[config.mk]
export PLATFORM = sky130hd
export DESIGN_NAME = kws_mac_acc_flat
export DESIGN_NICKNAME = d
export VERILOG_FILES = /design/src/rtl/kws_acc_pkg.sv /design/src/rtl/kws_mac_acc_if.sv /design/src/rtl/kws_acc_norm.sv /design/src/rtl/kws_mac_acc.sv /design/src/flat_wrapper.sv
export SDC_FILE = /design/constraint.sdc
export NUM_CORES = 1
export LEC_CHECK = 0
export BUFFER_PORTS_ARGS = -buffer_cell sky130_fd_sc_hd__buf_2
export CELL_PAD_IN_SITES_DETAIL_PLACEMENT = 0
export CELL_PAD_IN_SITES_GLOBAL_PLACEMENT = 1
export CORE_MARGIN = 2
export CORE_UTILIZATION = 51
export CTS_BUF_LIST = sky130_fd_sc_hd__clkbuf_4
export DETAILED_ROUTE_END_ITERATION = 16
export GPL_ROUTABILITY_DRIVEN = 0
export PLACE_DENSITY = 0.95
export SKIP_CTS_REPAIR_TIMING = 1
export SLEW_MARGIN = 10
export SYNTH_ARGS = -nofsm -noshare
export SYNTH_HDL_FRONTEND = slang
export SYNTH_SLANG_ARGS = --single-unit
export TNS_END_PERCENT = 20
[constraint.sdc]
create_clock -name ap_clk -period 9.7 [get_ports ap_clk]
set_input_delay 1.455 -clock ap_clk [delete_from_list [all_inputs] [get_ports ap_clk]]
set_output_delay 1.455 -clock ap_clk [all_outputs]
set_load 0.05 [all_outputs]
[src/rtl/kws_acc_pkg.sv]
// ---------------------------------------------------------------------------
// kws_acc_pkg
// Shared definitions for the KWS MAC accumulator slice:
//   - state_t           : accumulator FSM states (IDLE/ACCUM/NORM/OUT)
//   - PROD_W .. SH_W    : default widths used by the interface and modules
//   - ACC_W_OK          : elaboration-time sizing check for the defaults
//   - acc_width_ok()    : same sizing rule for arbitrary parameter sets
// Optional feature macro used elsewhere in this slice: KWS_ACC_BIAS_EN.
// ---------------------------------------------------------------------------
package kws_acc_pkg;

    localparam int PROD_W = 22;  // multiplier output width
    localparam int LEN_W  = 10;  // term-count width, max length 2^LEN_W-1
    localparam int ACC_W  = 32;  // accumulator width
    localparam int OUT_W  = 16;  // activation width
    localparam int SH_W   = 5;   // shift-amount width

    // The accumulator must hold (2^LEN_W-1) * (2^PROD_W-1) without wrapping.
    function automatic bit acc_width_ok(input int prod_w, input int len_w, input int acc_w);
        return acc_w >= prod_w + len_w;
    endfunction

    localparam bit ACC_W_OK = (ACC_W >= PROD_W + LEN_W);

    typedef enum logic [1:0] {
        IDLE  = 2'd0,
        ACCUM = 2'd1,
        NORM  = 2'd2,
        OUT   = 2'd3
    } state_t;

endpackage

[src/rtl/kws_mac_acc_if.sv]
// ---------------------------------------------------------------------------
// kws_mac_acc_if
// Control, product-stream and result-stream signals of kws_mac_acc.
//   start/cfg_len/cfg_shift[/cfg_bias] : job configuration, sampled in IDLE
//   in_valid/in_ready/in_data          : product stream into the accumulator
//   out_valid/out_ready/out_data/out_sat : saturated activation result
//   busy                               : accumulator not in IDLE
// cfg_bias exists only when KWS_ACC_BIAS_EN is defined.
// Modports: master = producer/consumer side, slave = kws_mac_acc.
// ---------------------------------------------------------------------------
interface kws_mac_acc_if #(
    parameter int PROD_W = kws_acc_pkg::PROD_W,
    parameter int LEN_W  = kws_acc_pkg::LEN_W,
    parameter int ACC_W  = kws_acc_pkg::ACC_W,
    parameter int OUT_W  = kws_acc_pkg::OUT_W,
    parameter int SH_W   = kws_acc_pkg::SH_W
);
    logic              start;
    logic [LEN_W-1:0]  cfg_len;
    logic [SH_W-1:0]   cfg_shift;
`ifdef KWS_ACC_BIAS_EN
    logic [ACC_W-1:0]  cfg_bias;
`endif
    logic              in_valid;
    logic              in_ready;
    logic [PROD_W-1:0] in_data;
    logic              out_valid;
    logic              out_ready;
    logic [OUT_W-1:0]  out_data;
    logic              out_sat;
    logic              busy;

    modport master (
        output start, cfg_len, cfg_shift,
`ifdef KWS_ACC_BIAS_EN
        output cfg_bias,
`endif
        output in_valid, in_data, out_ready,
        input  in_ready, out_valid, out_data, out_sat, busy
    );

    modport slave (
        input  start, cfg_len, cfg_shift,
`ifdef KWS_ACC_BIAS_EN
        input  cfg_bias,
`endif
        input  in_valid, in_data, out_ready,
        output in_ready, out_valid, out_data, out_sat, busy
    );
endinterface

[src/rtl/kws_acc_norm.sv]
// ---------------------------------------------------------------------------
// kws_acc_norm
// Combinational round-half-up, right-shift and unsigned saturate.
//   acc   (in)  : accumulator value
//   shift (in)  : right-shift amount; 0 means no rounding and no shift
//   data  (out) : result clipped to OUT_W bits
//   sat   (out) : result was clipped
// The rounding add is done one bit wider than the accumulator so that a
// near-full accumulator plus the rounding constant cannot wrap.
// ---------------------------------------------------------------------------
module kws_acc_norm #(
    parameter int ACC_W = kws_acc_pkg::ACC_W,
    parameter int OUT_W = kws_acc_pkg::OUT_W,
    parameter int SH_W  = kws_acc_pkg::SH_W
) (
    input  logic [ACC_W-1:0] acc,
    input  logic [SH_W-1:0]  shift,
    output logic [OUT_W-1:0] data,
    output logic             sat
);
    import kws_acc_pkg::*;

    logic [ACC_W:0] rnd;
    logic [ACC_W:0] sum;
    logic [ACC_W:0] res;

    always_comb begin
        rnd = '0;
        if (shift != '0) begin
            rnd = (ACC_W+1)'(1) << (shift - SH_W'(1));
        end
        sum  = {1'b0, acc} + rnd;
        res  = sum >> shift;
        sat  = |res[ACC_W:OUT_W];
        data = sat ? {OUT_W{1'b1}} : res[OUT_W-1:0];
    end
endmodule

[src/rtl/kws_mac_acc.sv]
// ---------------------------------------------------------------------------
// kws_mac_acc
// Accumulates cfg_len unsigned products, then rounds, shifts and saturates
// the sum to an OUT_W activation held under a valid/ready handshake.
// Ports:
//   ap_clk   : clock, rising edge
//   ap_rst_n : asynchronous active-low reset; aborts any job in flight
//   bus      : kws_mac_acc_if.slave (config, product stream, result stream)
// Optional: KWS_ACC_BIAS_EN adds cfg_bias, loaded as the initial
// accumulator value; the accumulate add then saturates at 2^ACC_W-1.
// Timing: last product accepted in cycle t -> out_valid in cycle t+2
// (one NORM cycle registers the normalised result).
// ---------------------------------------------------------------------------
module kws_mac_acc #(
    parameter int PROD_W = kws_acc_pkg::PROD_W,
    parameter int LEN_W  = kws_acc_pkg::LEN_W,
    parameter int ACC_W  = kws_acc_pkg::ACC_W,
    parameter int OUT_W  = kws_acc_pkg::OUT_W,
    parameter int SH_W   = kws_acc_pkg::SH_W
) (
    input  logic          ap_clk,
    input  logic          ap_rst_n,
    kws_mac_acc_if.slave  bus
);
    import kws_acc_pkg::*;

    if (!acc_width_ok(PROD_W, LEN_W, ACC_W)) begin : g_acc_w_check
        $error("kws_mac_acc: ACC_W must be >= PROD_W + LEN_W");
    end

    state_t            state_reg;
    state_t            state_next;
    logic [ACC_W-1:0]  acc_reg;
    logic [LEN_W-1:0]  rem_reg;
    logic [SH_W-1:0]   shift_reg;
    logic [OUT_W-1:0]  out_data_reg;
    logic              out_sat_reg;

    logic              accept;
    logic [ACC_W:0]    acc_sum;
    logic [ACC_W-1:0]  acc_add;
    logic [ACC_W-1:0]  acc_init;
    logic [OUT_W-1:0]  norm_data;
    logic              norm_sat;

    assign accept  = bus.in_valid && (state_reg == ACCUM);
    assign acc_sum = {1'b0, acc_reg} + {{(ACC_W+1-PROD_W){1'b0}}, bus.in_data};

`ifdef KWS_ACC_BIAS_EN
    // A large bias plus the products can exceed the accumulator range.
    assign acc_add  = acc_sum[ACC_W] ? {ACC_W{1'b1}} : acc_sum[ACC_W-1:0];
    assign acc_init = bus.cfg_bias;
`else
    // Sized so that the full-length worst case never carries out.
    assign acc_add  = acc_sum[ACC_W-1:0];
    assign acc_init = '0;
`endif

    kws_acc_norm #(
        .ACC_W (ACC_W),
        .OUT_W (OUT_W),
        .SH_W  (SH_W)
    ) u_norm (
        .acc   (acc_reg),
        .shift (shift_reg),
        .data  (norm_data),
        .sat   (norm_sat)
    );

    always_ff @(posedge ap_clk or negedge ap_rst_n) begin
        if (!ap_rst_n) begin
            state_reg <= IDLE;
        end else begin
            state_reg <= state_next;
        end
    end

    always_comb begin
        state_next = state_reg;
        case (state_reg)
            IDLE: begin
                if (bus.start) begin
                    state_next = (bus.cfg_len != '0) ? ACCUM : NORM;
                end
            end
            ACCUM: begin
                if (accept && (rem_reg == LEN_W'(1))) begin
                    state_next = NORM;
                end
            end
            NORM: begin
                state_next = OUT;
            end
            OUT: begin
                // start here is deliberately not looked at; a start in the
                // handshake cycle must be re-presented once back in IDLE.
                if (bus.out_ready) begin
                    state_next = IDLE;
                end
            end
            default: begin
                state_next = IDLE;
            end
        endcase
    end

    always_ff @(posedge ap_clk or negedge ap_rst_n) begin
        if (!ap_rst_n) begin
            acc_reg      <= '0;
            rem_reg      <= '0;
            shift_reg    <= '0;
            out_data_reg <= '0;
            out_sat_reg  <= 1'b0;
        end else begin
            if ((state_reg == IDLE) && bus.start) begin
                acc_reg   <= acc_init;
                rem_reg   <= bus.cfg_len;
                shift_reg <= bus.cfg_shift;
            end
            if (accept) begin
                acc_reg <= acc_add;
                rem_reg <= rem_reg - LEN_W'(1);
            end
            if (state_reg == NORM) begin
                out_data_reg <= norm_data;
                out_sat_reg  <= norm_sat;
            end
        end
    end

    assign bus.in_ready  = (state_reg == ACCUM);
    assign bus.out_valid = (state_reg == OUT);
    assign bus.busy      = (state_reg != IDLE);
    assign bus.out_data  = out_data_reg;
    assign bus.out_sat   = out_sat_reg;

endmodule

[src/flat_wrapper.sv]
// flat-port wrapper written by rule: the top's interface ports become plain ports
module kws_mac_acc_flat import kws_acc_pkg::*;
#(
    parameter int PROD_W = kws_acc_pkg::PROD_W,
    parameter int LEN_W  = kws_acc_pkg::LEN_W,
    parameter int ACC_W  = kws_acc_pkg::ACC_W,
    parameter int OUT_W  = kws_acc_pkg::OUT_W,
    parameter int SH_W   = kws_acc_pkg::SH_W
)
  (ap_clk, ap_rst_n, bus_start, bus_cfg_len, bus_cfg_shift, bus_in_valid, bus_in_data, bus_out_ready, bus_in_ready, bus_out_valid, bus_out_data, bus_out_sat, bus_busy);
  kws_mac_acc_if #(.PROD_W(PROD_W), .LEN_W(LEN_W), .ACC_W(ACC_W), .OUT_W(OUT_W), .SH_W(SH_W)) bus_i ();
  input  logic ap_clk;
  input  logic ap_rst_n;
  input wire logic [$bits(bus_i.start)-1:0] bus_start;
  input wire logic [$bits(bus_i.cfg_len)-1:0] bus_cfg_len;
  input wire logic [$bits(bus_i.cfg_shift)-1:0] bus_cfg_shift;
  input wire logic [$bits(bus_i.in_valid)-1:0] bus_in_valid;
  input wire logic [$bits(bus_i.in_data)-1:0] bus_in_data;
  input wire logic [$bits(bus_i.out_ready)-1:0] bus_out_ready;
  output wire logic [$bits(bus_i.in_ready)-1:0] bus_in_ready;
  output wire logic [$bits(bus_i.out_valid)-1:0] bus_out_valid;
  output wire logic [$bits(bus_i.out_data)-1:0] bus_out_data;
  output wire logic [$bits(bus_i.out_sat)-1:0] bus_out_sat;
  output wire logic [$bits(bus_i.busy)-1:0] bus_busy;
  assign bus_i.start = bus_start;
  assign bus_i.cfg_len = bus_cfg_len;
  assign bus_i.cfg_shift = bus_cfg_shift;
  assign bus_i.in_valid = bus_in_valid;
  assign bus_i.in_data = bus_in_data;
  assign bus_i.out_ready = bus_out_ready;
  assign bus_in_ready = bus_i.in_ready;
  assign bus_out_valid = bus_i.out_valid;
  assign bus_out_data = bus_i.out_data;
  assign bus_out_sat = bus_i.out_sat;
  assign bus_busy = bus_i.busy;
  kws_mac_acc #(.PROD_W(PROD_W), .LEN_W(LEN_W), .ACC_W(ACC_W), .OUT_W(OUT_W), .SH_W(SH_W)) u_core (.ap_clk(ap_clk), .ap_rst_n(ap_rst_n), .bus(bus_i));
endmodule
==> results.sh <==
export IMPL_ys_warn_count=0
export IMPL_antenna_found_initial=1
export IMPL_clkLatencyLatePin_ps=470
export IMPL_timing_fmax_mhz=156
export IMPL_leakagePower_nw=3.65
export IMPL_yosysTopAreaCell="dfrtp_1"
export IMPL_worstPathMaxFanout=34
export IMPL_yosysSeqAreaShare_pct=20.5
export IMPL_hp_class="register to register"
export IMPL_htreeDepth=3
export IMPL_wirelength_mm=22.8
export IMPL_clock_sinks=66
export IMPL_slew_headroom_pct=41.2
export IMPL_vdd_ir_drop_max_mv=0.161
export IMPL_dr_max_layer_used="met4"
export IMPL_synth_async_reset_ratio_pct=100
export IMPL_synth_simple_area_share_pct=21.9
export IMPL_largest_reg_flops=32
export IMPL_synth_edf_count=0
export IMPL_met3_length_mm=1.88
export IMPL_worstPathRequired_ps=9990
export IMPL_drt_pass1_iterations=5
export IMPL_avgSynthCellArea_um2=7.71
export IMPL_worstSetupPathType="register to register"
export IMPL_finalPower_mw=2.80
export IMPL_grt_pass1_vias=7483
export IMPL_grt_usage_pct=27.9
export IMPL_hold_viol_final=0
export IMPL_cts_buffer_depth=2
export IMPL_viasPerCell=6.44
export IMPL_timing_final_ws_setup_ps=3310
export IMPL_setup_viol=0
export IMPL_drive_above_1_share_pct=12.8
export IMPL_drtAntennaViolNets=0
export IMPL_final_nets=1172
export IMPL_powerDensity_nw_per_um2=327
export IMPL_syn_num_nets=1148
export IMPL_synth_main_ff_cell="dfrtp_1"
export IMPL_muxShareOfSynthArea_pct=8.97
export IMPL_die_h_um=130
export IMPL_worst_slew_pin_slew_ps=880
export IMPL_hold_slack_ps=502
export IMPL_hpwl_mm=17.5
export IMPL_rsz0062_at_grt="no"
export IMPL_cp_end_kind="register"
export IMPL_synthXorXnorAreaFrac_pct=4.14
export IMPL_share_comb_of_total_power_pct=77.0
export IMPL_core_area_um2=15300
export IMPL_clock_root_buffer="clkbuf_4"
export IMPL_dieArea_um2=16800
export IMPL_wl_met2_mm=10.0
export IMPL_pre_cts_ws_ps=3510
export IMPL_numCtsBuffers=9
export IMPL_synth_top_cells_by_area="dfrtp_1 21%, ha_1 9.5%, o21ai_0 5.9%"
export IMPL_num_rows=45
export IMPL_vias=8264
export IMPL_tns_ps=0
export IMPL_p_switching_mw=1.59
export IMPL_fin_crit_ps=6390
export IMPL_final_cells=1284
export IMPL_yosys_area_share_adder_pct=9.99
export IMPL_drc=0
export IMPL_status="finished clean"
export IMPL_synth_cell_types=93
export IMPL_grt_max_degree=67
export IMPL_io_pins=62
export IMPL_skew_ps=26.3
export IMPL_yosysMostFrequentCell="nand2_1"
export IMPL_cts_tree="done"
export IMPL_synth_compound_area_share_pct=30.3
export IMPL_cp_start_kind="register"
export IMPL_gr_total_overflow=0
export IMPL_syn_area_um2=8040
export IMPL_clkPwrFrac_pct=6.0
export IMPL_dp_cells=1267
export IMPL_post_route_period_util_pct=65.9
export IMPL_slew_violations=0
export IMPL_grt_pass1_wl_mm=37.8
export IMPL_critPathArrivalTime_ps=6680
export IMPL_die_w_um=130
export IMPL_cts_clk_slew_worst_paths_ps=120
export IMPL_yosysTopAreaCellShare_pct=20.5
export IMPL_power_frac_seq_pct=17.0
export IMPL_synth_top_family_by_area="compound AO/OA/AOI/OAI gates"
export IMPL_synth_common_cells="116 x nand2_1, 102 x nor2_1, 95 x o21ai_0, 73 x a21oi_1, 66 x dfrtp_1"
export IMPL_area_delta_synth_final_pct=6.68
export IMPL_switching_share_pct=56.6
export IMPL_internal_power_mw=1.22
export IMPL_initial_core_util_pct=52.5
export IMPL_synth_seq_cells=66
export IMPL_io_buffers=61
export IMPL_wl_met1_mm=10.4
export IMPL_wire_per_inst_um=17.8
export IMPL_maxCapViolations=0
export IMPL_drtIter0Drc=961
export IMPL_synthCells=1043
cell usage in the layout, fill, tap and decap left out, drive strengths merged, types with 16 or more instances in the layout:
cell / instances
nand2: 116
nand3: 30
nor3: 29
o211ai: 17
xnor2: 24
o21ai: 97
nor2: 103
inv: 27
buf: 70
ha: 61
nand4: 16
a211oi: 19
a31oi: 19
a21oi: 84
mux2i: 45
nor4: 16
dfrtp: 66
through the flow:
stage	instance area, um^2	utilization (%)
4_1_cts	8560	55.9
5_1_grt	8570	56.0
3_3_place_gp	8450	55.2
3_5_place_dp	8450	55.2
6_report	8570	56.0
2_1_floorplan	8040	-
critical path, cell delays in order, from the launching register on:
cell and delay (ps):
dfrtp_1 380, buf_4 230, inv_1 450, buf_4 380, nand2_1 440, nor3_1 330
ha_1 350, a211oi_2 230, o21bai_1 140, a21oi_1 310, o211ai_1 250, a31oi_1 530
nor2_1 80, a31oi_1 370, mux2i_1 300, and4b_1 330, a32oi_2 140, o31ai_4 770
a31oi_1 160
cell families after synthesis:
family	Yosys count
buffers and inverters	84
other	1
flip-flops	66
multiplexers	62
AND/OR/NAND/NOR	371
adder cells (fa/ha/maj)	63
AO/OA/AOI/OAI	358
XOR/XNOR	38
final cells by class:
cell class,count,area (um^2)
Antenna cell,1,2.50
Clock buffer,10,75.1
Clock inverter,6,41.3
Fill cell,1471,6740
Inverter,27,101
Multi-Input combinational cell,893,6070
Sequential cell,66,1650
Tap cell,211,264
Timing Repair Buffer,70,373
power groups by stage:
stage               sequential [mW]  combinational (mW)  clock, mW
floorplan                     0.566                1.56          0
global placement              0.477                2.08          0
detailed placement            0.481                2.11          0
CTS                           0.476                2.12      0.175
global route                  0.494                2.36      0.184
finish                        0.477                2.16      0.169
layer usage:
layer  global-route usage, %  up-vias
li1                        -     3985
met1                    40.1     3842
met2                    43.0      394
met3                    4.34       43
met4                    9.36        0
met5                       0        -
final timing paths:
check / start / to / slack, ps / cells past startpoint
max reg2reg: u_core.shift_reg[0] / u_core.bus.out_data[7] / 3310 / 18
min reg2reg: u_core.acc_reg[31] / u_core.acc_reg[31] / 500 / 1
min: u_core.acc_reg[31] / u_core.acc_reg[31] / 500 / 1
min in group asynchronous: ap_rst_n / u_core.bus.out_data[10] / 1140 / 2
max in group asynchronous: ap_rst_n / u_core.acc_reg[20] / 7990 / 2
max: u_core.shift_reg[0] / u_core.bus.out_data[7] / 3310 / 18
Power figures use the tool's default switching activity.
